File: src/rtl/phrase_pkg.sv
// Shared phrase definitions: byte ROMs, failure tables, FSM states, select decode.
// Latency: none (constants and pure functions only).
// Backpressure: n/a; also used by the phrase generator so both ends agree byte-for-byte.
package phrase_pkg;

    localparam int PHR_A_LEN = 9;
    localparam int PHR_B_LEN = 7;

    // "Guatemala"
    localparam logic [0:PHR_A_LEN-1][7:0] PHR_A_ROM = {
        8'h47, 8'h75, 8'h61, 8'h74, 8'h65, 8'h6D, 8'h61, 8'h6C, 8'h61
    };

    // "QQuetza"
    localparam logic [0:PHR_B_LEN-1][7:0] PHR_B_ROM = {
        8'h51, 8'h51, 8'h75, 8'h65, 8'h74, 8'h7A, 8'h61
    };

    // Fallback positions on mismatch; only "QQ" self-overlaps (third Q keeps index 2).
    localparam logic [0:PHR_A_LEN-1][3:0] PHR_A_FAIL = '0;
    localparam logic [0:PHR_B_LEN-1][3:0] PHR_B_FAIL = {
        4'd0, 4'd0, 4'd1, 4'd0, 4'd0, 4'd0, 4'd0
    };

    typedef enum logic [1:0] {
        ST_HUNT,
        ST_MATCH,
        ST_LOCK
    } state_t;

    typedef enum logic {
        PHR_A,
        PHR_B
    } phr_id_t;

    // 00/11 -> Guatemala, 01/10 -> QQuetza
    function automatic phr_id_t sel_to_phr(input logic [1:0] sel);
        return (sel[0] ^ sel[1]) ? PHR_B : PHR_A;
    endfunction

    function automatic logic [3:0] phr_len(input phr_id_t id);
        return (id == PHR_B) ? 4'(PHR_B_LEN) : 4'(PHR_A_LEN);
    endfunction

    // Out-of-range positions read as 0x00, which never matches a phrase byte.
    function automatic logic [7:0] phr_byte(input phr_id_t id, input logic [3:0] idx);
        logic [7:0] b;
        b = 8'h00;
        if (id == PHR_B) begin
            for (int i = 0; i < PHR_B_LEN; i++) begin
                if (idx == 4'(i)) b = PHR_B_ROM[i];
            end
        end else begin
            for (int i = 0; i < PHR_A_LEN; i++) begin
                if (idx == 4'(i)) b = PHR_A_ROM[i];
            end
        end
        return b;
    endfunction

    function automatic logic [3:0] phr_fail(input phr_id_t id, input logic [3:0] idx);
        logic [3:0] f;
        f = 4'd0;
        if (id == PHR_B) begin
            for (int i = 0; i < PHR_B_LEN; i++) begin
                if (idx == 4'(i)) f = PHR_B_FAIL[i];
            end
        end else begin
            for (int i = 0; i < PHR_A_LEN; i++) begin
                if (idx == 4'(i)) f = PHR_A_FAIL[i];
            end
        end
        return f;
    endfunction

endpackage

File: src/rtl/chip_sp_phrase_detector_rom_cmp.sv
// Phrase ROM lookup at index and at fail[index], plus byte compares (PHRASE_CASE_FOLD_EN folds letter case).
// Latency: purely combinational.
// Backpressure: none; qualification by data_valid happens in the caller.
module phrase_rom_cmp
    import phrase_pkg::*;
(
    input  logic       phr_b_i,
    input  logic [3:0] idx_i,
    input  logic [7:0] byte_i,
    output logic       exp_hit_o,
    output logic       fail_hit_o,
    output logic       first_hit_o,
    output logic [3:0] fail_idx_o
);

`ifdef PHRASE_CASE_FOLD_EN
    // Letters only: clearing bit 5 maps a-z onto A-Z; other bytes pass unchanged.
    function automatic logic [7:0] fold(input logic [7:0] b);
        if ((b >= 8'h41 && b <= 8'h5A) || (b >= 8'h61 && b <= 8'h7A))
            return b & 8'hDF;
        return b;
    endfunction

    function automatic logic byte_eq(input logic [7:0] a, input logic [7:0] b);
        return fold(a) == fold(b);
    endfunction
`else
    function automatic logic byte_eq(input logic [7:0] a, input logic [7:0] b);
        return a == b;
    endfunction
`endif

    phr_id_t phr;
    assign phr = phr_b_i ? PHR_B : PHR_A;

    // Three parallel compares feed the FSM's advance / fallback decision.
    always_comb begin
        fail_idx_o  = phr_fail(phr, idx_i);
        exp_hit_o   = byte_eq(byte_i, phr_byte(phr, idx_i));
        fail_hit_o  = byte_eq(byte_i, phr_byte(phr, fail_idx_o));
        first_hit_o = byte_eq(byte_i, phr_byte(phr, 4'd0));
    end

endmodule

File: src/rtl/chip_sp_phrase_detector.sv
// Phrase detector: recognises Guatemala / QQuetza, tracks lock, flags framing errors, counts matches.
// Latency: all outputs registered, one cycle after the deciding byte. Build option: PHRASE_CASE_FOLD_EN.
// Backpressure: none; always accepts, bytes qualified by data_valid; select change aborts the phrase.
module chip_sp_phrase_detector
    import phrase_pkg::*;
#(
    parameter int CNT_W = 16
) (
    input  logic             clk,
    input  logic             reset,
    input  logic [1:0]       select,
    input  logic [7:0]       data_in,
    input  logic             data_valid,
    output logic             match,
    output logic             locked,
    output logic             frame_err,
    output logic [3:0]       index,
    output logic [CNT_W-1:0] match_count
);

    state_t           state_q, state_d;
    logic [1:0]       sel_q;
    logic [3:0]       idx_q, idx_d;
    logic             locked_q, locked_d;
    logic             match_q, match_d;
    logic             ferr_q, ferr_d;
    logic [CNT_W-1:0] cnt_q, cnt_d;

    phr_id_t    phr_cur;
    logic       sel_chg;
    logic [3:0] len_cur;
    logic       exp_hit, fail_hit, first_hit;
    logic [3:0] fail_idx;

    // Equivalent select codes (00/11, 01/10) decode to the same phrase, so they never abort.
    assign phr_cur = sel_to_phr(sel_q);
    assign sel_chg = (sel_to_phr(select) != phr_cur);
    assign len_cur = phr_len(phr_cur);

    phrase_rom_cmp u_rom_cmp (
        .phr_b_i     (phr_cur == PHR_B),
        .idx_i       (idx_q),
        .byte_i      (data_in),
        .exp_hit_o   (exp_hit),
        .fail_hit_o  (fail_hit),
        .first_hit_o (first_hit),
        .fail_idx_o  (fail_idx)
    );

    // Next-state: select abort, advance/complete on hit, fail-table fallback on mismatch.
    always_comb begin
        state_d  = state_q;
        idx_d    = idx_q;
        locked_d = locked_q;
        match_d  = 1'b0;
        ferr_d   = 1'b0;
        cnt_d    = cnt_q;

        if (sel_chg) begin
            state_d  = ST_HUNT;
            idx_d    = 4'd0;
            locked_d = 1'b0;
        end else if (data_valid) begin
            if (exp_hit) begin
                if (idx_q == len_cur - 4'd1) begin
                    match_d  = 1'b1;
                    idx_d    = 4'd0;
                    locked_d = 1'b1;
                    state_d  = ST_LOCK;
                    if (cnt_q != '1) cnt_d = cnt_q + CNT_W'(1);
                end else begin
                    idx_d   = idx_q + 4'd1;
                    state_d = ST_MATCH;
                end
            end else begin
                if (fail_hit)       idx_d = fail_idx + 4'd1;
                else if (first_hit) idx_d = 4'd1;
                else                idx_d = 4'd0;
                if (locked_q) begin
                    ferr_d   = 1'b1;
                    locked_d = 1'b0;
                end
                state_d = (idx_d == 4'd0) ? ST_HUNT : ST_MATCH;
            end
        end
    end

    // State and output registers; synchronous reset dominates everything.
    always_ff @(posedge clk) begin
        if (reset) begin
            state_q  <= ST_HUNT;
            sel_q    <= 2'b00;
            idx_q    <= 4'd0;
            locked_q <= 1'b0;
            match_q  <= 1'b0;
            ferr_q   <= 1'b0;
            cnt_q    <= '0;
        end else begin
            state_q  <= state_d;
            sel_q    <= select;
            idx_q    <= idx_d;
            locked_q <= locked_d;
            match_q  <= match_d;
            ferr_q   <= ferr_d;
            cnt_q    <= cnt_d;
        end
    end

    assign match       = match_q;
    assign locked      = locked_q;
    assign frame_err   = ferr_q;
    assign index       = idx_q;
    assign match_count = cnt_q;

endmodule

File: config.mk
export PLATFORM = sky130hd
export DESIGN_NAME = chip_sp_phrase_detector
export DESIGN_NICKNAME = d
export VERILOG_FILES = /design/src/rtl/phrase_pkg.sv /design/src/rtl/chip_sp_phrase_detector_rom_cmp.sv /design/src/rtl/chip_sp_phrase_detector.sv
export SDC_FILE = /design/constraint.sdc
export NUM_CORES = 1
export LEC_CHECK = 0
export CORE_MARGIN = 2
export CORE_UTILIZATION = 48
export DETAILED_ROUTE_END_ITERATION = 12
export PLACE_DENSITY = 0.79
export SLEW_MARGIN = 15
export SYNTH_ARGS = -nofsm -noshare
export SYNTH_HDL_FRONTEND = slang
export SYNTH_HIERARCHICAL = 1
export SYNTH_SLANG_ARGS = --single-unit
export TNS_END_PERCENT = 1
File: constraint.sdc
create_clock -name clk -period 4.4 [get_ports clk]
set_clock_uncertainty 0.1 [all_clocks]
set_input_delay 1.1 -clock clk [delete_from_list [all_inputs] [get_ports clk]]
set_output_delay 1.1 -clock clk [all_outputs]
set_load 0.01 [all_outputs]
Word level (Yosys, flattened, before mapping)
Index checks and enable logic that the tools add are counted.
{ "word_totals": {"mem_bits_rw": 0, "memories": 0, "latch_bits": 0, "regBits": 25, "output_inout_bits": 23, "mem_bits_ro": 0} }
{ "op_classes": {"n_bitwise": 5, "eq_ne": 23, "n_reduce_logical": 7, "shifts": 0, "muxes": 53, "n_div": 0, "n_lt_le_gt_ge": 0, "mul": 0, "add_sub_neg": 4} }
{ "op_table": {"columns": ["operator", "n"], "rows": [
  ["2-to-1 mux 7 bit", 32],
  ["adder 16 x 1 -> 16 bit, second input constant", 1],
  ["== test 4 x 3 -> 1 bit, second input constant", 4],
  ["== test 8 bit", 2],
  ["2-to-1 mux 4 bit", 4],
  ["2-to-1 mux 8 bit", 2],
  ["inequality test 16 bit, second input constant", 1],
  ["2-to-1 mux 1 bit", 14],
  ["== test 1 x 3 -> 1 bit, second input constant", 4],
  ["adder 4 x 1 -> 4 bit, second input constant", 2],
  ["== test 4 x 2 -> 1 bit, second input constant", 2],
  ["== test 8 x 7 -> 1 bit", 1],
  ["zero test 4 bit", 2],
  ["OR reduction 4 bit", 2],
  ["2-to-1 mux 5 bit", 1],
  ["AND reduction 5 bit", 1],
  ["== test 1 x 2 -> 1 bit, second input constant", 2],
  ["== test 1 x 4 -> 1 bit, second input constant", 1],
  ["== test 4 x 1 -> 1 bit, second input constant", 1],
  ["== test 4 bit", 1],
  ["== test 4 bit, second input constant", 1],
  ["subtractor 4 x 1 -> 4 bit, second input constant", 1],
  ["NOT 1 bit", 3],
  ["inequality test 2 x 1 -> 1 bit, second input constant", 1],
  ["other kinds (5)", 6]
]} }

Logic depth before layout (Yosys ltp)
Gate-level depths: netlist of run 1.
{ "depth": {"ltp_word": 21, "ltp_mapped": 14, "ltp_nobuf": 12} }

By module
Netlist of run 1, hierarchy kept.
{ "modules_own_cells": {"columns": ["mod", "cells_each", "instances", "seq_area_each_um2", "area_each_um2"], "rows": [
  ["chip_sp_phrase_detector", 158, 1, 500.5, 1393.8],
  ["phrase_rom_cmp", 54, 1, 0.0, 397.9]
]} }

Worst setup path after synthesis of run 1
Ideal clock, no wire load.
{ "synth_timing": {"path_kind": "reg-to-reg", "startpoint": "register sel_q[1]", "endpoint": "register cnt_q[15] (netlist: match_count[15])", "path_slack_ns": 0.544, "n_path_buf": 0, "path_stages_with_launch": 13, "t_arrival_ns": 3.686, "period_less_slack_ns": 3.856, "setup_ns": 0.070, "path_cell_list": "dfxtp_1 xnor2_4 inv_2 or3_1 a211oi_1 xor2_1 or4_4 nor4b_2 nand3b_1 nor4_4 o21ai_2 or4_1 a21oi_1"} }
{ "synth_via": {"elab_chain_cells": 6, "word_cells_on_any_way": 11} }
{ "synth_rtl": {"columns": ["item", "line", "text"], "rows": [
  ["from (decl)", "chip_sp_phrase_detector.sv:22", "logic [1:0] sel_q;"],
  ["from (signal assigned)", "chip_sp_phrase_detector.sv:100", "sel_q <= select;"],
  ["bitwise XOR 1 bit", "phrase_pkg.sv:38", "return (sel[0] ^ sel[1]) ? PHR_B : PHR_A;"],
  ["2-to-1 mux 1 bit", "phrase_pkg.sv:38", null],
  ["net phr_cur", "chip_sp_phrase_detector.sv:29", "phr_id_t phr_cur;"],
  ["2-to-1 mux 1 bit", "chip_sp_phrase_detector_rom_cmp.sv:34", "assign phr = phr_b_i ? PHR_B : PHR_A;"],
  ["2-to-1 mux 8 bit", "phrase_pkg.sv:49", "if (id == PHR_B) begin"],
  ["== test 8 bit", "chip_sp_phrase_detector_rom_cmp.sv:29", "return a == b;"],
  ["net exp_hit", "chip_sp_phrase_detector.sv:32", "logic exp_hit, fail_hit, first_hit;"],
  ["AND reduction 5 bit (no source line)", null, null],
  ["to (signal assigned)", "chip_sp_phrase_detector.sv:105", "cnt_q <= cnt_d;"],
  ["to (decl)", "chip_sp_phrase_detector.sv:27", "logic [CNT_W-1:0] cnt_q, cnt_d;"]
]} }
The timed path passes the listed nets, and every way through them passes these cells.
A chain may end at the register's enable or synchronous reset.

Worst setup path after layout of run 1
{ "layout_timing": {"startpoint": "register sel_q[1]", "endpoint": "register cnt_q[13] (netlist: match_count[13])"} }
The elaborated chain is that of the path after synthesis.

==> results of run 1 <==
metrics by stage:
| stage | hold slack (ns) | total power, mW | worst slack [ns] |
|---|---|---|---|
| floorplan | 0.3817 | 0.2954 | 0.5439 |
| global placement | 0.3657 | 0.3147 | 0.1369 |
| detailed placement | 0.3722 | 0.3158 | 0.05150 |
| CTS | 0.3887 | 0.4527 | 0.2104 |
| global route | 0.4160 | 0.4721 | 0.01698 |
| finish | 0.3894 | 0.4469 | 0.3534 |
registers in the layout, indices dropped and copies added (netlist names):
register	count
frame_err	1
match_count	16
locked	1
match	1
sel_q	2
index	4
Yosys cell counts (all sizes together) (2+ instances only):
cell	instances
o21a	2
nor2	17
xnor2	6
mux2i	6
nand2	14
nor4	3
nand3	12
a21oi	15
inv	10
nor3b	3
buf	10
o211a	2
or3	11
nor4b	3
nand3b	2
and2b	2
and3	3
or3b	2
dfxtp	25
mux2	2
o221ai	3
or4	3
o31a	2
a211oi	3
o22ai	2
xor2	5
ha	3
o21ai	15
o2111ai	2
nor2b	5
o31ai	3
layer usage:
metal	track usage, %	wire length (µm)	up-vias
met1	25.89	1823	759
met2	32.47	1846	33
met4	7.813	52	0
li1	-	-	845
met3	3.253	172	7
met5	0	0	-
logic make-up (layout without fill, tap and decap cells):
family / count (synthesis) / after routing / share of synthesized area (%)
compound gates: 54 / 54 / 20.18
xor+xnor: 11 / 11 / 6.425
fa+ha+maj: 3 / 3 / 2.095
buf+inv: 22 / 55 / 8.100
flops: 25 / 25 / 27.93
mux: 8 / 8 / 4.609
other cells: 1 / 3 / 0.2093
simple gates: 88 / 88 / 30.45
repair_timing:
action	in CTS	in global routing
buffers inserted	0	2
resized for setup	0	0
endpoints found under the setup margin	0	5
worst min-delay path, stage by stage, from the launching register on:
cell     delay (ns)
dfxtp_1        0.32
inv_1          0.07
nor4_1         0.05
area by class of cell:
| class | instances | area (µm²) |
|---|---|---|
| fillers | 320 | 1440 |
| multi-input cells | 167 | 1154 |
| flip-flops and latches | 25 | 500.5 |
| repair buffers | 41 | 395.4 |
| well taps | 48 | 60.06 |
| clock buffers | 3 | 41.29 |
| inverters | 10 | 37.54 |
| clock inverters | 1 | 5.005 |
path summary, 6_finish.rpt:
check / depth (start not counted) / slack [ns] / startpoint / end
worst min-delay path: 2 / 0.39 / locked / frame_err
worst max-delay path: 12 / 0.35 / sel_q[1] / match_count[13]
worst max register to register: 12 / 0.35 / sel_q[1] / match_count[13]
worst min register to register: 2 / 0.39 / locked / frame_err
report_power, final:
group / internal [mW] / switching (mW) / leakage [nW]
clock: 0.0633 / 0.0725 / 0.0255
combinational: 0.0378 / 0.0394 / 0.546
sequential: 0.229 / 0.00532 / 0.202
total: 0.330 / 0.117 / 0.773
==> results.yml, run 1 <==
outcome:
  status: "complete, no violations"
critical_path:
  cp_num_buf_inv: 1
  critPathTopFamily: "simple AND/OR/NAND/NOR gates"
  crit_required_ns: 4.48
  worstSetupStartpointType: "flip-flop"
  cp.arrival_ns: 4.13
  crit_slowest_cell: "or4_1"
  crit_fanout: 14
  crit_path_cell_trace: "xnor2_4 -> inv_2 -> or3_1 -> a211oi_1 -> xor2_1 -> or4_4 -> nor4b_2 -> nand3b_1 -> nor4_4 -> o21ai_2 -> or4_1 -> a21oi_1"
  crit_type: "flip-flop to flip-flop"
  max_stage_delay_ns: 0.52
  cp-end-kind: "flip-flop"
timing:
  slew_headroom_pct: 51.55
  period_share_pct: 91.97
  clock.fmax_mhz: 247.1
  rsz0062_at_grt: "no"
  tightest_slew_ns: 0.7244
  finalHoldViolCount: 0
  timing.setup.tns_ns: 0
  setup_violations: 0
  min_period_ns: 4.047
  drv_slew: 0
floorplan:
  pin_count: 36
  chipHeight_um: 65.10
  start_util_pct: 49.31
  dieWidth_um: 65.10
  core_mm2: 0.003633
  rows: 22
  die_area_mm2: 0.004237
grt:
  grt_max_degree: 21
  grt_pass1_wl_mm: 6.679
  track_usage_pct: 19.73
  grt-ovfl-total: 0
  grt_pass1_vias: 1443
  antenna_found_initial: 0
logic_synthesis:
  async_reset_ff_share_pct: 0
  yosys_most_used_dff: "dfxtp_1"
  synth_seq_area_share_pct: 27.93
  syn_avg_cell_area_um2: 8.452
  synthDistinctLibCells: 60
  synth-edff-count: 0
  synth_area_leaders: "dfxtp_1, a21oi_1, o21ai_0"
  ys_warn_count: 6
  syn-cell-area_mm2: 0.001792
  synth-seq-cells: 25
  synth_top_area_share_pct: 27.93
  synth_largest_area_cell: "dfxtp_1"
  synth_cells: 212
routing:
  vias: 1644
  ant_nets: 0
  wire_per_inst_um: 13.20
  drtIter0Drc: 61
  dr.pass1.iters: 4
  totalWireLength_mm: 3.895
  drcViolationCount: 0
  via_per_inst: 5.573
clock_tree:
  hold_buffers: 0
  insertion_delay_ns: 0.27
  cts-buffers-inserted: 3
  path_clk_slew_ns: 0.09
  clockBufferDepth: 2
  cts_root_buf: "clkbuf_8"
  cts_tree: "yes"
  h-tree-depth: 1
  cts.sinks: 25
placement:
  globalplace.congestion: 0.7476
  dpl_cell_area_mm2: 0.002132
  dp_hpwl_mm: 2.865
  numPortBuffers: 35
  numPlacedInstances: 289
power:
  p_per_area_mw_per_mm2: 203.7
  vdd_ir_drop_max_v: 0.0001119
  p_leak_nw: 0.7732
finish:
  final_common_cell: "clkdlybuf4s50_1"
  area_growth_pct: 22.42
  layout.nets: 264
  final_cell_mix: "clkdlybuf4s50_1, dfxtp_1, nor2_1"
  fin_area_mm2: 0.002193
  insertedDiodeCount: 0
  layout-drive-gt1-share_pct: 12.15
  fin_cells: 295
  final_util_pct: 60.37
flow_run:
  maxCapViolations: 0
min_path:
  hold_class: "flip-flop to flip-flop"
Power figures use the tool's default switching activity.
==> run 2, diff against run 1 <==
--- a/config.mk
+++ b/config.mk
@@ -6,9 +6,9 @@
 export NUM_CORES = 1
 export LEC_CHECK = 0
 export CORE_MARGIN = 2
-export CORE_UTILIZATION = 48
+export CORE_UTILIZATION = 29
 export DETAILED_ROUTE_END_ITERATION = 12
-export PLACE_DENSITY = 0.79
+export PLACE_DENSITY = 0.54
 export SLEW_MARGIN = 15
 export SYNTH_ARGS = -nofsm -noshare
 export SYNTH_HDL_FRONTEND = slang
==> constraint.sdc (replaced) <==
create_clock -name clk -period 4.4 [get_ports clk]
set_clock_uncertainty 0.1 [all_clocks]
set_input_delay 0.44 -clock clk [delete_from_list [all_inputs] [get_ports clk]]
set_output_delay 0.44 -clock clk [all_outputs]
set_load 0.01 [all_outputs]
==> run 2 against run 1 <==
Sequential power is essentially flat; fmax is essentially flat; critical path depth is the same; cell area grew 0.80%; total power grew 1.2%; non-clock buffer count shrank 2; critical path type unchanged; first-iteration DRC count grew 39%; sequential cell count is the same; worst hold slack lost 0.0080 ns; final cell count grew 8.5%; global-route usage shrank 6.6 points.
==> results.yml, run 2 (synthesis results as in run 1) <==
outcome:
  status: "complete, no violations"
finish:
  fill_cells: 646
  layout.nets: 262
  fin_area_mm2: 0.002211
  final_util_pct: 37.12
  largest_reg_flops: 16
  fin_cells: 320
  final_common_cell: "clkdlybuf4s50_1"
  area_growth_pct: 23.39
  layout-drive-gt1-share_pct: 11.02
  final_cell_mix: "clkdlybuf4s50_1, dfxtp_1, nor2_1"
  insertedDiodeCount: 0
floorplan:
  pin_count: 36
  chipHeight_um: 82.60
  dieWidth_um: 82.60
  rows: 28
  die_area_mm2: 0.006823
  core_mm2: 0.005956
  start_util_pct: 30.08
clock_tree:
  cts_setup_buffers: 0
  cts-buffers-inserted: 3
  cts_root_buf: "clkbuf_8"
  hold_buffers: 0
  path_clk_slew_ns: 0.09
  h-tree-depth: 1
  cts_tree: "yes"
  cts_resized: 0
  clockBufferDepth: 2
  insertion_delay_ns: 0.27
  cts.sinks: 25
critical_path:
  worstSetupStartpointType: "flip-flop"
  cp-end-kind: "flip-flop"
  cp.arrival_ns: 4.14
  crit_type: "flip-flop to flip-flop"
  rr_worst_depth: 12
  crit_required_ns: 4.49
  crit_fanout: 14
  reg2reg_from: "sel_q[1]"
  rrSetupSlack_ns: 0.35
  r2r_end: "match_count[15]"
placement:
  globalplace.congestion: 0.7912
  numPlacedInstances: 316
  dpl_cell_area_mm2: 0.002166
  dp_hpwl_mm: 3.074
  numPortBuffers: 35
grt:
  grt_pass1_wl_mm: 7.107
  grt-ovfl-total: 0
  antenna_found_initial: 0
  grt_pass1_vias: 1548
  grt_max_degree: 21
  track_usage_pct: 13.17
timing:
  tightest_slew_ns: 0.7309
  drv_slew: 0
  clock.fmax_mhz: 247.1
  period_share_pct: 91.99
  slew_headroom_pct: 51.12
  rsz0062_at_grt: "no"
  min_period_ns: 4.047
  finalHoldViolCount: 0
  setup_violations: 0
  timing.setup.tns_ns: 0
min_path:
  min_to: "frame_err"
  min_path_cells: 2
  hold_class: "flip-flop to flip-flop"
  hold_start: "locked"
power:
  p_per_area_mw_per_mm2: 204.5
  vdd_ir_drop_max_v: 0.0001081
  p_total_mw: 0.4520
  p_leak_nw: 0.7595
routing:
  wire_per_inst_um: 13.07
  dr.pass1.iters: 4
  vias: 1650
  via_per_inst: 5.156
  totalWireLength_mm: 4.181
  drcViolationCount: 0
  drtIter0Drc: 85
  ant_nets: 0
flow_run:
  maxCapViolations: 0
-- run 2: worst max path at each step --
stage / start / endpoint / slack (ns) / cells after the start
final: sel_q[1] / match_count[15] / 0.35 / 12
after global routing: sel_q[1] / match_count[5] / 0.006 / 12
after CTS: sel_q[1] / match_count[15] / 0.32 / 12
after detailed placement: sel_q[1] / match_count[3] / 0.35 / 12
after global placement: sel_q[1] / match_count[15] / 0.43 / 12
after floorplan: sel_q[1] / match_count[15] / 0.54 / 12
-- run 2: where the power goes --
group	internal, mW	total, mW	switching (mW)
Sequential	0.229	0.233	0.00464
Clock	0.0648	0.141	0.0758
Combinational	0.0377	0.0782	0.0405
-- run 2: worst max-delay path, stage by stage (launching register included) --
cell and delay, ns:
dfxtp_1 0.36, xnor2_4 0.24, inv_2 0.17, or3_1 0.33, a211oi_1 0.28, xor2_1 0.10
or4_4 0.48, nor4b_2 0.28, nand3b_1 0.24, nor4_4 0.54, o21ai_2 0.18, or4_1 0.52
a21oi_1 0.14
-- run 2: per-stage QoR --
stage                     setup slack (ns)  hold WS, ns
after floorplan                     0.5439       0.3817
after global placement              0.4324       0.3592
after detailed placement            0.3542       0.3611
after CTS                           0.3188       0.3815
after global routing              0.006239       0.3937
final                               0.3526       0.3813
-- run 2: routing by layer --
| metal | routed length [µm] | global-route usage (%) | vias up |
|---|---|---|---|
| met4 | 24 | 4.262 | 0 |
| met5 | 0 | 0 | - |
| li1 | - | - | 844 |
| met2 | 1905 | 21.37 | 33 |
| met1 | 2090 | 17.89 | 771 |
| met3 | 161 | 1.957 | 2 |
-- run 2: final cells by class --
cell class	count	area (µm²)	area share [%]
inverter	10	37.54	1.698
tap	75	93.84	4.244
multi-input combinational	167	1154	52.18
sequential	25	500.5	22.64
clock buffer	4	45.04	2.037
timing repair buffer	39	380.4	17.20
==> run 3, diff against run 2 <==
--- a/config.mk
+++ b/config.mk
@@ -8,7 +8,8 @@
 export CORE_MARGIN = 2
 export CORE_UTILIZATION = 29
 export DETAILED_ROUTE_END_ITERATION = 12
-export PLACE_DENSITY = 0.54
+export DONT_BUFFER_PORTS = 1
+export PLACE_DENSITY = 0.47
 export SLEW_MARGIN = 15
 export SYNTH_ARGS = -nofsm -noshare
 export SYNTH_HDL_FRONTEND = slang
==> run 3 against run 2 <==
Cell area shrank 16%; clock-buffer cell count is the same; combinational power shrank 27%; setup slack gained 0.0015 ns; worst hold slack lost 0.25 ns; sequential power is essentially flat; via count shrank 10%; critical path depth is the same; clock power shrank 5%; highest routed layer unchanged.
==> results.yml, run 3 (synthesis results as in run 1) <==
clock_tree:
  cts_root_buf: "clkbuf_8"
  cts.sinks: 25
  cts_tree: "yes"
  cts_setup_buffers: 0
  insertion_delay_ns: 0.26
  clockBufferDepth: 2
  hold_buffers: 0
  h-tree-depth: 1
  cts-buffers-inserted: 3
  path_clk_slew_ns: 0.08
  cts_resized: 0
finish:
  layout-drive-gt1-share_pct: 12.86
  layout.nets: 227
  area_growth_pct: 3.841
  insertedDiodeCount: 0
  multi_input_area_mm2: 0.001154
  largest_reg_flops: 16
  final_cell_mix: "dfxtp_1, nor2_1, a21oi_1"
  seq_area_um2: 500.5
  final_common_cell: "dfxtp_1"
  fin_cells: 285
  fill_cells: 664
critical_path:
  cp.arrival_ns: 4.15
  cp-end-kind: "flip-flop"
  crit_fanout: 14
  worstSetupStartpointType: "flip-flop"
  crit_type: "flip-flop to flip-flop"
  r2r_end: "match_count[13]"
  rr_worst_depth: 12
  crit_slowest_cell: "nor4_4"
  crit_required_ns: 4.50
  reg2reg_from: "sel_q[1]"
  rrSetupSlack_ns: 0.35
  max_stage_delay_ns: 0.53
  crit_path_cell_trace: "xnor2_4 -> inv_2 -> or3_1 -> a211oi_1 -> xor2_1 -> or4_4 -> nor4b_2 -> nand3b_1 -> nor4_4 -> o21ai_2 -> or4_1 -> a21oi_1"
routing:
  ant_nets: 0
  via_per_inst: 5.211
  drtIter0Drc: 39
  drcViolationCount: 0
  totalWireLength_mm: 3.918
  vias: 1485
  wire_per_inst_um: 13.75
  dr.pass1.iters: 4
timing:
  timing.setup.tns_ns: 0
  setup_violations: 0
  finalHoldViolCount: 0
  tightest_slew_ns: 0.6068
  min_period_ns: 4.046
  drv_slew: 0
  fin_ws_ns: 0.3542
  rsz0062_at_grt: "no"
  slew_headroom_pct: 59.49
  hold_slack_ns: 0.1324
  clock.fmax_mhz: 247.2
  period_share_pct: 91.95
grt:
  antenna_found_initial: 0
  grt_pass1_wl_mm: 6.417
  grt_use_met2_pct: 19.92
  use_met1_pct: 14.90
  grt-ovfl-total: 0
  track_usage_pct: 12.06
  grt_max_degree: 21
  grt_pass1_vias: 1416
  grt_busiest_layer: "met2"
  grt_use_met3_pct: 3.370
power:
  pwr-share-clk_pct: 31.5
  p_sw_share_pct: 24.88
  p_seq_share_pct: 55.1
  switchingPower_mw: 0.1058
  p_leak_nw: 0.6344
  p_total_mw: 0.4254
  internal_power_mw: 0.3195
  p_per_area_mw_per_mm2: 228.6
  vdd_ir_drop_max_v: 0.0001027
  combPwrFrac_pct: 13.4
placement:
  numPortBuffers: 0
  numPlacedInstances: 281
  dp_hpwl_mm: 3.012
  globalplace.congestion: 0.7144
  preCtsSetupSlack_ns: 0.3366
floorplan:
  chipHeight_um: 82.60
  start_util_pct: 30.08
  pin_count: 36
  die_area_mm2: 0.006823
  rows: 28
  core_mm2: 0.005956
  dieWidth_um: 82.60
min_path:
  min_to: "match_count[9]"
  hold_start: "reset"
  hold_class: "primary input to flip-flop"
  min_path_cells: 1
flow_run:
  maxCapViolations: 0
outcome:
  status: "complete, no violations"
## run 3: changes by cell type in the layout (fill, tap and decap cells not counted), sizes merged
cell and change:
clkdlybuf4s50 -35
## run 3: routing by layer
metal	vias up	part of all wire [%]
li1	773	-
met1	674	45
met2	33	46
met3	5	7.3
met4	0	1.4
met5	-	0
## run 3: metrics by stage
stage	instance area [µm²]	util, %
final	1861	31.24
after global routing	1861	31.24
after CTS	1861	31.24
after detailed placement	1815	30.48
after global placement	1815	30.48
after floorplan	1799	-
## run 3: power groups by stage
stage	Sequential [mW]	Clock (mW)	Combinational (mW)
after floorplan	0.238	0	0.0572
after global placement	0.240	0	0.0570
after detailed placement	0.240	0	0.0571
after CTS	0.234	0.143	0.0573
after global routing	0.235	0.153	0.0636
final	0.234	0.134	0.0571
## run 3: final cells by class
type	instances	share of cell area (%)
Clock buffer	4	2.421
Timing Repair Buffer	4	1.614
Sequential cell	25	26.90
Multi-Input combinational cell	167	62.00
Inverter	10	2.017
Tap cell	75	5.044
## run 3: how the worst max path moves through the flow
| stage | from | to | slack [ns] | cells after the start |
|---|---|---|---|---|
| after floorplan | sel_q[1] | match_count[15] | 0.54 | 12 |
| after global placement | sel_q[1] | match_count[13] | 0.41 | 12 |
| after detailed placement | sel_q[1] | match_count[13] | 0.34 | 12 |
| after CTS | sel_q[1] | match_count[13] | 0.32 | 12 |
| after global routing | sel_q[1] | match_count[3] | 0.008 | 12 |
| final | sel_q[1] | match_count[13] | 0.35 | 12 |
## run 3: worst max-delay path, delay by kind of cell, from the launching register on
kind / cells / cell delay (ns)
AOI/OAI and AO/OA: 3 / 0.59
xor gates and xnor gates: 2 / 0.33
buffers and inverters: 1 / 0.16
DFF: 1 / 0.36
and+or+nand+nor: 6 / 2.44
==> edit 1, RTL diff (config.mk and constraints of run 3) <==
The output `frame_err` loses its register stage (`ferr_q` becomes a continuous assignment).
--- a/src/rtl/chip_sp_phrase_detector.sv
+++ b/src/rtl/chip_sp_phrase_detector.sv
@@ -93,7 +93,6 @@
             idx_q    <= 4'd0;
             locked_q <= 1'b0;
             match_q  <= 1'b0;
-            ferr_q   <= 1'b0;
             cnt_q    <= '0;
         end else begin
             state_q  <= state_d;
@@ -101,10 +100,11 @@
             idx_q    <= idx_d;
             locked_q <= locked_d;
             match_q  <= match_d;
-            ferr_q   <= ferr_d;
             cnt_q    <= cnt_d;
         end
     end
+
+    assign ferr_q = ferr_d;
 
     assign match       = match_q;
     assign locked      = locked_q;
Formal check against the unedited RTL: not equivalent (Yosys sat finds a counterexample within 10 cycles, from zero or initial values and one cycle with reset high).
==> edit 1 against run 3 <==
Worst setup slack improved by 0.29 ns. Sequential cell count decreased by 1. Core utilization is 0.84 points higher. Routed wire length rose by 9.7%. Power grew 13%. Die area down 1.1%. Worst hold slack worse by 0.0060 ns. Synthesized area shrank 1.1%. Global-route usage up 0.57 points. Final area is 2.1% higher.
==> edit 1: results (changes against run 3) <==
number of buffers created by CTS - 3 (unchanged)
maximum VDD drop - 0.0000934 V (-9.1%)
leakage - 0.654 nW (+3.0%)
first-pass GRT wire length - 6840 um (+6.7%)
Tot GR Track Use - 0.126 (+0.00567)
register area share after synthesis - 0.271 (-0.00814)
Root Driver - clkbuf_8
Cells after Synth - 222 (+4.7%)
DR WL/cell - 14.6 um (+6.0%)
layout cell share with drive strength beyond 1 - 0.105 (-0.0240)
Yosys cell types - 53 (-12%)
CTS resizes - 0 (unchanged)
Cell Count, Final, Fillers Out - 295 (+3.5%)
ys flop type - dfxtp_1
Setup Fix Bufs, Post-CTS - 0 (unchanged)
largest net degree at the start of global routing - 26 (+24%)
initial antenna violation count - 0 (unchanged)
outcome - finished, final reports clean
Post-DP HPWL - 3200 um (+6.4%)
fraction of registers with async set or reset after synthesis - 0 (unchanged)
Syn. warnings - 6 (unchanged)
placed cell count - 291 (+3.6%)
Critical Path AT - 3.82 ns (-0.33 ns)
H-tree levels - 1 (unchanged)
clk buf depth - 2 (unchanged)
Initial DRT Pass Iterations - 4 (unchanged)
Synth top cells by count - dfxtp_1, a21oi_1, nor2_1
Final GP Congestion - 0.734 (+2.7%)
DP Area - 1830 sq um (+0.69%)
routed via count - 1645 (+11%)
Critical Path Fanout Max - 21 (+7)
max reg flops - 16 (unchanged)
Fill cells - 626 (-5.7%)
Nets - 237 (+4.4%)
Setup Slack @ Placement - 0.589 ns (+0.252 ns)
Starting DRT DRC Count - 58 (+49%)
Worst-Margin Slew - 0.632 ns (+0.0254 ns)
top cells by area, synth - dfxtp_1, a21oi_1, nor2b_1
vias in the first global route - 1397 (-1.3%)
Worst Hold Class - in2reg
edit 1: final timing paths:
check | startpoint | to | slack [ns] | depth (start not counted)
min | reset | match_count[4] | 0.13 | 1
max | sel_q[1] | match_count[5] | 0.65 | 11
max reg2reg | sel_q[1] | match_count[5] | 0.65 | 11
min reg2reg | locked | locked | 0.47 | 2
edit 1: cell families after synthesis:
| family | Yosys count | share of synthesized area |
|---|---|---|
| adders and majority gates | 3 | 0.0212 |
| DFF | 24 | 0.271 |
| AOI/OAI and AO/OA | 45 | 0.162 |
| other | 1 | 0.00212 |
| buffers and inverters | 17 | 0.0551 |
| and+or+nand+nor | 114 | 0.388 |
| muxes | 9 | 0.0551 |
| xor gates and xnor gates | 9 | 0.0445 |
edit 1: where the power goes:
part | leakage [nW] | internal [W] | switching [W]
sequential | 0.194 | 0.000220 | 0.00000622
combinational | 0.424 | 0.0000268 | 0.0000309
clock | 0.0357 | 0.000122 | 0.0000765
total | 0.654 | 0.000368 | 0.000114
edit 1: critical path: stages (launching register included):
cell	delay, ns
dfxtp_1	0.32
xnor2_1	0.29
inv_1	0.09
or3_1	0.31
a211oi_1	0.28
xor2_1	0.10
or4_4	0.48
nor4b_2	0.26
nand2_1	0.17
a211o_1	0.47
nor4b_1	0.40
mux2_2	0.37
edit 1: final cells by class:
| class | count | area, sq um | area share |
|---|---|---|---|
| multi-input combinational | 183 | 1200 | 0.632 |
| sequential | 24 | 480 | 0.253 |
| tap | 75 | 93.8 | 0.0494 |
| clock buffer | 3 | 41.3 | 0.0217 |
| timing repair buffer | 5 | 37.5 | 0.0198 |
| clock inverter | 1 | 30.0 | 0.0158 |
| inverter | 4 | 15.0 | 0.00791 |
edit 1: metrics by stage:
step	power [W]	hold slack (ns)
after floorplan	0.000282	0.429
after global placement	0.000288	0.413
after detailed placement	0.000289	0.414
after CTS	0.000485	0.118
after global routing	0.000501	0.106
final	0.000482	0.126
edit 1: routing by layer:
layer | vias to the layer above | part of all wire | wire (um) | track usage
met3 | 2 | 0.055 | 235 | 0.0359
met2 | 37 | 0.45 | 1920 | 0.191
li1 | 826 | - | - | -
met1 | 780 | 0.49 | 2120 | 0.182
met4 | 0 | 0.0054 | 23 | 0.0167
met5 | - | 0 | 0 | 0
==> edit 2, RTL diff (flow settings as in run 3) <==
Without the edit above. Build with the macro `PHRASE_CASE_FOLD_EN` defined.
--- a/src/rtl/chip_sp_phrase_detector_rom_cmp.sv
+++ b/src/rtl/chip_sp_phrase_detector_rom_cmp.sv
@@ -1,6 +1,8 @@
 // Phrase ROM lookup at index and at fail[index], plus byte compares (PHRASE_CASE_FOLD_EN folds letter case).
 // Latency: purely combinational.
 // Backpressure: none; qualification by data_valid happens in the caller.
+`define PHRASE_CASE_FOLD_EN
+
 module phrase_rom_cmp
     import phrase_pkg::*;
 (
Function: changed (Yosys sat finds a counterexample within 4 cycles, from zero or initial values and one cycle with reset high).
==> edit 2 against run 3 <==
Power up 2.3%. Via count down 1.3%. Sequential cell count unchanged. Combinational power up 2%. Largest power group unchanged. Final area down 0.27%. Highest routed layer unchanged. Critical endpoint unchanged. Worst hold slack worse by 0.011 ns. Synthesized area down 1.1%. Worst setup slack better by 0.15 ns. Core utilization up 0.10 points. Clock power up 7%. Routed wire length up 1.5%. Maximum frequency up 3.9%.
==> edit 2: results (changes against run 3) <==
outcome - finished, final reports clean
mux cell area share after synthesis - 0.0494 (+0.00335)
ys flop type - dfxtp_1
Final GP Congestion - 0.735 (+2.8%)
post-synth top area share - 0.282 (+0.00316)
Tot GR Track Use - 0.118 (-0.00256)
Nets - 228 (+0.44%)
largest net degree at the start of global routing - 21 (unchanged)
register area share after synthesis - 0.282 (+0.00316)
adder-cell area share of the yosys netlist - 0.0212 (+0.000237)
drt total wl - 3980 um (+1.5%)
vias in the first global route - 1343 (-5.2%)
Syn. warnings - 6 (unchanged)
Critical Path Fanout Max - 17 (+3)
leakage - 0.597 nW (-5.9%)
Starting DRT DRC Count - 59 (+51%)
layout cell share with drive strength beyond 1 - 0.133 (+0.00413)
Post-Synth XOR/XNOR Area - 0.0650 (+0.000726)
Syn Area/Cell - 8.36 sq um (-1.1%)
number of I/O port buffers - 0 (unchanged)
Clock Latency Late Sink - 0.27 ns
number of buffers created by CTS - 3 (unchanged)
placed cell count - 282 (+0.36%)
crit path max-delay cell type - or4b_2
fraction of registers with async set or reset after synthesis - 0 (unchanged)
Worst-Margin Slew - 0.722 ns (+0.116 ns)
Initial DRT Pass Iterations - 4 (unchanged)
clk buf depth - 2 (unchanged)
H-tree levels - 1 (unchanged)
top cells by area, synth - dfxtp_1, a21oi_1, o21ai_0
Vias/cell - 5.13 (-1.6%)
Yosys cell types - 64 (+6.7%)
Setup Fix Bufs, Post-CTS - 0 (unchanged)
max incr delay on CP - 0.71 ns (+0.18 ns)
Compound-Gate Fraction of Synth Area - 0.206 (+0.00369)
diodes inserted - 0 (unchanged)
Cell Count, Final, Fillers Out - 286 (+0.35%)
maximum VDD drop - 0.000118 V (+15%)
CTS resizes - 0 (unchanged)
max reg flops - 16 (unchanged)
Root Driver - clkbuf_8
first-pass GRT wire length - 6320 um (-1.5%)
Worst Hold Class - in2reg
initial antenna violation count - 0 (unchanged)
Post-DP HPWL - 2970 um (-1.4%)
Clock transition at path regs - 0.10 ns (+0.02 ns)
Largest delay share family, worst path - simple AND/OR/NAND/NOR gates
Synth top cells by count - dfxtp_1, nor2_1, a21oi_1, nand2_1, o21ai_0
edit 2: routing by layer:
layer / up-vias / track usage / share of wire
met2: 26 / 0.180 / 0.43
met1: 672 / 0.166 / 0.50
met4: 0 / 0.0350 / 0.0078
met3: 2 / 0.0261 / 0.056
met5: - / 0 / 0
li1: 766 / - / -
edit 2: worst paths after layout:
kind / startpoint / end / slack, ns / cells past startpoint
min reg2reg: locked / frame_err / 0.41 / 2
max reg2reg: index[0] / match_count[13] / 0.51 / 10
max: index[0] / match_count[13] / 0.51 / 10
min: reset / match_count[8] / 0.12 / 1
edit 2: stage by stage:
stage	total power (W)	instance area (sq um)	util	hold slack [ns]	worst slack (ns)
3_5_place_dp	0.000297	1810	0.305	0.404	0.512
6_report	0.000435	1860	0.313	0.122	0.508
3_3_place_gp	0.000297	1810	0.305	0.407	0.571
5_1_grt	0.000457	1860	0.313	0.102	0.331
2_1_floorplan	0.000296	1780	-	0.382	0.613
4_1_cts	0.000444	1860	0.313	0.109	0.495
edit 2: final cells by class:
| type | count | area (sq um) |
|---|---|---|
| Clock inverter | 1 | 7.51 |
| Multi-Input combinational cell | 166 | 1140 |
| Tap cell | 75 | 93.8 |
| Timing Repair Buffer | 4 | 30.0 |
| Sequential cell | 25 | 500 |
| Fill cell | 630 | 4070 |
| Inverter | 12 | 45.0 |
| Clock buffer | 3 | 41.3 |
edit 2: where the power goes:
part / switching (W) / internal [W]
Sequential: 0.00000470 / 0.000229
Clock: 0.0000793 / 0.0000642
Combinational: 0.0000314 / 0.0000271
Total: 0.000115 / 0.000320
